--- src/rtl/fetch_sequencer.sv ---
// Instruction-fetch sequencer: owns the fetch PC, drives the async instruction memory,
// buffers fetched words in a 2-entry queue and hands them to decode over valid/ready.
module fetch_sequencer #(
    parameter int                    ADDR_WIDTH = 8,
    parameter int                    DATA_WIDTH = 12,
    parameter logic [ADDR_WIDTH-1:0] RESET_PC   = '0,
    parameter logic [DATA_WIDTH-1:0] HALT_INSTR = '1
) (
    input  logic                  clk,
    input  logic                  rst,
    input  logic                  run,
    input  logic                  redirect_valid,
    input  logic [ADDR_WIDTH-1:0] redirect_pc,
    output logic [ADDR_WIDTH-1:0] imem_addr,
    input  logic [DATA_WIDTH-1:0] imem_instr,
    output logic                  out_valid,
    output logic [DATA_WIDTH-1:0] out_instr,
    output logic [ADDR_WIDTH-1:0] out_pc,
    input  logic                  out_ready,
    output logic                  halted,
    output logic [1:0]            q_count
);

    typedef enum logic {S_RUN, S_HALTED} state_t;

    state_t                state, state_nxt;
    logic [ADDR_WIDTH-1:0] fetch_pc;
    logic [1:0]            count;
    logic [DATA_WIDTH-1:0] head_instr, tail_instr;
    logic [ADDR_WIDTH-1:0] head_pc, tail_pc;
    logic                  push, pop;

    // A redirect hides the head so decode can never accept a flushed entry.
    assign out_valid = (count != 2'd0) && !redirect_valid;
    assign pop       = out_valid && out_ready;
    assign push      = (state == S_RUN) && run && !redirect_valid &&
                       ((count != 2'd2) || pop);

    assign imem_addr = fetch_pc;
    assign out_instr = head_instr;
    assign out_pc    = head_pc;
    assign q_count   = count;
    assign halted    = (state == S_HALTED);

    always_comb begin
        state_nxt = state;
        if (redirect_valid)
            state_nxt = S_RUN;
        else if (push && (imem_instr == HALT_INSTR))
            state_nxt = S_HALTED;
    end

    always_ff @(posedge clk) begin
        if (rst)
            state <= S_RUN;
        else
            state <= state_nxt;
    end

    always_ff @(posedge clk) begin
        if (rst)
            fetch_pc <= RESET_PC;
        else if (redirect_valid)
            fetch_pc <= redirect_pc;
        else if (push)
            fetch_pc <= fetch_pc + 1'b1;
    end

    // Queue kept as head/tail slots; the head always sits in the head_* registers.
    always_ff @(posedge clk) begin
        if (rst) begin
            count      <= 2'd0;
            head_instr <= '0;
            head_pc    <= '0;
            tail_instr <= '0;
            tail_pc    <= '0;
        end else if (redirect_valid) begin
            count <= 2'd0;
        end else begin
            case ({push, pop})
                2'b10: begin
                    if (count == 2'd0) begin
                        head_instr <= imem_instr;
                        head_pc    <= fetch_pc;
                    end else begin
                        tail_instr <= imem_instr;
                        tail_pc    <= fetch_pc;
                    end
                    count <= count + 2'd1;
                end
                2'b01: begin
                    head_instr <= tail_instr;
                    head_pc    <= tail_pc;
                    count      <= count - 2'd1;
                end
                2'b11: begin
                    if (count == 2'd1) begin
                        head_instr <= imem_instr;
                        head_pc    <= fetch_pc;
                    end else begin
                        head_instr <= tail_instr;
                        head_pc    <= tail_pc;
                        tail_instr <= imem_instr;
                        tail_pc    <= fetch_pc;
                    end
                end
                default: ;
            endcase
        end
    end

endmodule

--- config.mk ---
export PLATFORM = sky130hd
export DESIGN_NAME = fetch_sequencer
export DESIGN_NICKNAME = d
export VERILOG_FILES = /design/src/rtl/fetch_sequencer.sv
export SDC_FILE = /design/constraint.sdc
export NUM_CORES = 1
export LEC_CHECK = 0
export CAP_MARGIN = 20
export CORE_MARGIN = 2
export CORE_UTILIZATION = 40
export CTS_BUF_LIST = sky130_fd_sc_hd__clkbuf_4 sky130_fd_sc_hd__clkbuf_8
export DETAILED_ROUTE_END_ITERATION = 10
export PLACE_DENSITY = 0.78
export SLEW_MARGIN = 15
export SYNTH_ARGS = -nofsm -noshare
export SYNTH_HDL_FRONTEND = slang
export SYNTH_SLANG_ARGS = --single-unit
--- constraint.sdc ---
create_clock -name clk -period 1.93 [get_ports clk]
set_input_delay 0.193 -clock clk [delete_from_list [all_inputs] [get_ports clk]]
set_output_delay 0.193 -clock clk [all_outputs]
set_load 0.02 [all_outputs]
==> results.sh, run 1 <==
export IMPL_final_max_slew_viol_count=0
export IMPL_cts_htree_levels=2
export IMPL_crit_fanout=20
export IMPL_timing_hold_ws_ns=0.400
export IMPL_core_area_um2=5850
export IMPL_gr_total_overflow=0
export IMPL_cp_start_kind="input pin"
export IMPL_cap_violations=0
export IMPL_wire_per_inst_um=14.4
export IMPL_cts_root_buffer="clkbuf_8"
export IMPL_io_pins=57
export IMPL_syn_cell_area_um2=2380
export IMPL_endpoint_kind="flip-flop"
export IMPL_final_period_utilization_pct=93.5
export IMPL_fillers=513
export IMPL_rsz0062_at_grt="false"
export IMPL_die_w_um=81.2
export IMPL_final_core_util_pct=56.8
export IMPL_drive_above_1_share_pct=14.1
export IMPL_start_util_pct=40.7
export IMPL_drtAntennaViolNets=0
export IMPL_grt_max_degree=40
export IMPL_final_cell_mix="clkdlybuf4s50_1, dfxtp_1, nor2_1, nand2_1, mux2i_1"
export IMPL_antenna_cells=0
export IMPL_yosys_most_used_dff="dfxtp_1"
export IMPL_yosysWarnings=0
export IMPL_crit_family="buffers and inverters"
export IMPL_io_buffers=56
export IMPL_final_nets=369
export IMPL_gp_congestion=0.788
export IMPL_synth_largest_area_cell="dfxtp_1"
export IMPL_finalCriticalPeriod_ns=1.80
export IMPL_cts_buffers=5
export IMPL_synth_cells=273
export IMPL_hold_viol=0
export IMPL_fin_skew_ns=0.00984
export IMPL_vias=2248
export IMPL_worst_slew_pin_slew_ns=0.694
export IMPL_synthDistinctLibCells=44
export IMPL_power_uw=2340
export IMPL_leakagePower_uw=0.00118
export IMPL_synth_nets=302
export IMPL_clk_insertion_delay_late_ns=0.32
export IMPL_hold_class="in -> reg"
export IMPL_hpwl_um=3910
export IMPL_grt_total_usage_pct=18.5
export IMPL_drt_iter0_markers=106
export IMPL_async_reset_ff_share_pct=0
export IMPL_critPathMaxStageDelay_ns=0.47
export IMPL_die_area_um2=6590
export IMPL_drc=0
export IMPL_grt_pass1_wl_um=9660
export IMPL_die_h_um=81.2
export IMPL_cts_clk_slew_worst_paths_ns=0.11
export IMPL_dr_pass1_iters=4
export IMPL_synth_top_area_share_pct=42.9
export IMPL_final_setup_viol_count=0
export IMPL_synth_avg_cell_area_um2=8.72
export IMPL_arrival_ns=1.98
export IMPL_area_delta_synth_final_pct=39.5
export IMPL_synth_area_leaders="dfxtp_1, mux2i_1, a311oi_1"
export IMPL_final_common_cell="clkdlybuf4s50_1"
export IMPL_status="finished clean"
export IMPL_clkSinkCount=51
export IMPL_ir_drop_mv=0.383
export IMPL_seq_area_frac_synth_pct=42.9
export IMPL_path_cells="clkdlybuf4s50_1, or3b_1, a2111oi_4, buf_12, mux2i_1, nor2_1"
export IMPL_worstPathRequired_ns=2.11
export IMPL_cts_tree="yes"
export IMPL_cp_num_buf_inv=2
export IMPL_slew_headroom_pct=53.8
export IMPL_post_place_cells=404
export IMPL_max_freq_mhz=554
export IMPL_p_per_area_nw_per_um2=705
export IMPL_worst_path_max_delay_cell="clkdlybuf4s50_1"
export IMPL_wl_um=6010
export IMPL_synth_edf_count=0
export IMPL_grt_pass1_vias=2048
export IMPL_vias_per_cell=5.40
export IMPL_grt_antenna_before_repair=0
export IMPL_placementRows=28
export IMPL_cts_path_max_buffers=2
export IMPL_ys_ff_latch=51
export IMPL_final_cells=416
export IMPL_crit_type="in -> reg"
## path summary, 6_finish.rpt
| check | slack (ns) | to | from | cells after the start |
|---|---|---|---|---|
| setup / recovery | 0.13 | tail_pc[0] | run | 6 |
| hold / removal | 0.40 | tail_pc[5] | rst | 2 |
| setup reg to reg | 0.14 | tail_pc[0] | halted | 5 |
| hold reg to reg | 0.48 | out_pc[2] | tail_pc[2] | 2 |
## Yosys cell counts (all sizes together), types with 3 or more instances
master,number
dfxtp,51
nand2,46
mux2i,23
a311oi,20
nor2,46
ha,4
buf,9
nor3,3
o21ai,3
inv,10
a21oi,8
nand4,4
a32oi,3
clkbuf,11
## stage by stage
step           setup TNS (ns)  area, um2  setup WS (ns)
6_report                    0       3320          0.126
2_1_floorplan               0       2380         0.0564
3_3_place_gp            -3.98       3110         -0.162
5_1_grt                     0       3320         0.0173
4_1_cts                     0       3220         0.0103
3_5_place_dp            -5.44       3110         -0.201
## what timing repair did
| item | CTS | global route |
|---|---|---|
| setup endpoints to repair | 20 | 40 |
| buffers inserted | 0 | 2 |
| cloned | 0 | 2 |
| hold buffers | 0 | 0 |
| pin swaps | 0 | 2 |
| gates resized for setup | 2 | 9 |
## power breakdown
part / total [uW] / switching (uW) / leakage [uW] / internal [uW]
Clock: 664 / 394 / 0.0000502 / 269
Combinational: 518 / 253 / 0.000712 / 265
Sequential: 1160 / 48.7 / 0.000418 / 1110
## worst register-to-register path: cells and delay by family, from the launching register on
family	cells	cell delay, ns
and+or+nand+nor	2	0.52
AOI/OAI and AO/OA	1	0.36
DFF	1	0.32
buffers and inverters	1	0.24
muxes	1	0.22
## per-layer routing
layer / vias up / routed length [um] / global-route usage (%)
li1: 1094 / - / -
met1: 1078 / 2770 / 24.7
met2: 70 / 2860 / 31.0
met3: 6 / 337 / 3.78
met4: 0 / 42 / 4.07
met5: - / 0 / 0
## flip-flops by register name, summed over array words and instances (netlist names)
| signal | cells |
|---|---|
| halted | 1 |
| imem_addr | 8 |
| out_instr | 12 |
| out_pc | 8 |
| q_count | 2 |
| tail_instr | 12 |
| tail_pc | 8 |
## layout make-up
type	count	area [um2]	area share [%]
Clock inverter	3	28.8	0.866
Sequential cell	51	1020	30.8
Timing Repair Buffer	80	807	24.3
Tap cell	75	93.8	2.82
Clock buffer	5	68.8	2.07
Inverter	10	37.5	1.13
Multi-Input combinational cell	192	1260	38.0
## kinds of logic after synthesis
family | synth area share (%)
muxes | 10.1
and+or+nand+nor | 20.8
AOI/OAI and AO/OA | 17.4
adders and majority gates | 2.10
xor gates and xnor gates | 0.736
DFF | 42.9
buffers and inverters | 5.94
Note: power is estimated with default switching activity, not from simulation.
==> inputs of run 2 (changes only) <==
ABC_AREA = 1   (was not set)
CORE_UTILIZATION = 48   (was 40)
PLACE_DENSITY = 0.88   (was 0.78)
==> run 2 against run 1 <==
First-iteration DRC count grew to 3.2 times the previous value. Synthesized cell count increased by 61%. Clock skew down 0.0024 ns. Sequential share of layout area shrank 2.0 points. Via count up 26%. Highest routed layer unchanged.
==> results.sh, run 2 <==
export IMPL_dp_slack_ns=0.135
export IMPL_yosys_most_used_dff="dfxtp_1"
export IMPL_clkSinkCount=51
export IMPL_ys_ff_latch=51
export IMPL_placementRows=27
export IMPL_rsz0062_at_grt="false"
export IMPL_gr_total_overflow=0
export IMPL_gp_congestion=0.894
export IMPL_final_period_utilization_pct=91.2
export IMPL_max_freq_mhz=568
export IMPL_core_area_um2=5540
export IMPL_synth_area_leaders="dfxtp_1, nand2_1, nor2_1"
export IMPL_drive_above_1_share_pct=7.13
export IMPL_arrival_ns=2.00
export IMPL_area_delta_synth_final_pct=28.4
export IMPL_io_buffers=56
export IMPL_synth_nets=468
export IMPL_grt_total_usage_pct=22.5
export IMPL_endpoint_kind="flip-flop"
export IMPL_io_pins=57
export IMPL_cts_clk_slew_worst_paths_ns=0.09
export IMPL_drt_iter0_markers=336
export IMPL_final_setup_viol_count=0
export IMPL_final_core_util_pct=63.9
export IMPL_power_uw=2570
export IMPL_post_cts_resized=1
export IMPL_drc=0
export IMPL_synth_most_common_cell="nand2_1"
export IMPL_grt_antenna_before_repair=0
export IMPL_synth_top_cells_by_count="nand2_1, nor2_1, nand3_1"
export IMPL_hpwl_um=4730
export IMPL_synth_cells=439
export IMPL_async_reset_ff_share_pct=0
export IMPL_worstPathRequired_ns=2.17
export IMPL_cts_buffers=5
export IMPL_vias_per_cell=5.04
export IMPL_dr_pass1_iters=7
export IMPL_grt_pass1_wl_um=11600
export IMPL_antenna_cells=0
export IMPL_wire_per_inst_um=12.0
export IMPL_syn_cell_area_um2=2760
export IMPL_synth_edf_count=0
export IMPL_ir_drop_mv=0.414
export IMPL_post_cts_setup_buffers=0
export IMPL_cts_tree="yes"
export IMPL_fin_ws_ns=0.170
export IMPL_finalCriticalPeriod_ns=1.76
export IMPL_cap_violations=0
export IMPL_die_area_um2=6360
export IMPL_synth_top_area_share_pct=37.1
export IMPL_fin_skew_ns=0.00740
export IMPL_tns_ns=0
export IMPL_grt_pass1_vias=2707
export IMPL_slew_headroom_pct=72.4
export IMPL_crit_type="reg -> reg"
export IMPL_final_common_cell="nand2_1"
export IMPL_start_util_pct=49.7
export IMPL_hold_class="reg -> reg"
export IMPL_status="finished clean"
export IMPL_die_h_um=79.8
export IMPL_wl_um=6770
export IMPL_synth_avg_cell_area_um2=6.28
export IMPL_cts_path_max_buffers=2
export IMPL_worst_slew_pin_slew_ns=0.414
export IMPL_p_per_area_nw_per_um2=727
export IMPL_crit_fanout=20
export IMPL_cp_start_kind="flip-flop"
export IMPL_seq_area_frac_synth_pct=37.1
export IMPL_timing_hold_ws_ns=0.487
export IMPL_reg2reg_depth=10
export IMPL_synthDistinctLibCells=24
export IMPL_yosysWarnings=0
export IMPL_synth_largest_area_cell="dfxtp_1"
export IMPL_min_path_cells=2
export IMPL_postCtsHoldBufs=0
export IMPL_final_max_slew_viol_count=0
export IMPL_die_w_um=79.8
export IMPL_drtAntennaViolNets=0
export IMPL_grt_max_degree=42
export IMPL_clk_insertion_delay_late_ns=0.31
export IMPL_hold_viol=0
export IMPL_cts_root_buffer="clkbuf_8"
export IMPL_fillers=485
export IMPL_cts_htree_levels=2
export IMPL_leakagePower_uw=0.00162
export IMPL_final_cell_mix="nand2_1, nor2_1, nand3_1"
export IMPL_vias=2836
export IMPL_final_nets=519
-- run 2: cell type report --
class                           instances  area (um2)  share of cell area (%)
Multi-Input combinational cell        329        1480                    41.9
Tap cell                               72        90.1                    2.55
Clock buffer                            5        68.8                    1.94
Timing Repair Buffer                   72         692                    19.6
Inverter                               31         118                    3.32
Sequential cell                        51        1020                    28.9
Clock inverter                          3        67.6                    1.91
-- run 2: per-stage QoR --
stage / area, um2 / instances
after global placement: 3400 / 555
after floorplan: 2760 / 439
final: 3540 / 563
after global routing: 3540 / 563
after detailed placement: 3400 / 555
after CTS: 3530 / 563
-- run 2: cell families (layout without fill, tap and decap cells) --
family          Yosys count  after routing  share of synthesized area, %
flops                    51             51                          37.1
fa+ha+maj                 4              4                          1.82
xor+xnor                  1              1                         0.318
simple gates            311            311                          49.1
buf+inv                  59            111                          9.26
compound gates           13             13                          2.41
-- run 2: routing by layer --
layer  part of all wire, %  up-vias  wire (um)  GRT usage [%]
met2                    49      105       3320           38.9
met1                    43     1248       2930           27.1
met3                   5.5       14        374           3.62
met5                     0        -          0              0
met4                   2.1        0        144           10.5
li1                      -     1469          -              -
-- run 2: worst paths after layout --
check	start	to	slack, ns
worst max-delay path	q_count[0]	out_instr[8]	0.17
worst min-delay path	tail_pc[5]	tail_pc[5]	0.49
worst max register to register	q_count[0]	out_instr[8]	0.17
worst min register to register	tail_pc[5]	tail_pc[5]	0.49
-- run 2: critical path: stages (launching register included) --
cell and delay (ns):
dfxtp_1 0.38, inv_1 0.09, ha_1 0.28, nor2_4 0.15, nand2_4 0.09, inv_2 0.09
buf_4 0.24, nand3_1 0.13, nand2_1 0.09, nor2_1 0.04, nor2_1 0.12
-- run 2: report_power, final --
group	leakage [uW]	internal, uW	total (uW)	switching (uW)
clock network	0.0000644	517	875	358
logic	0.00114	247	548	301
registers	0.000416	1110	1150	39.8
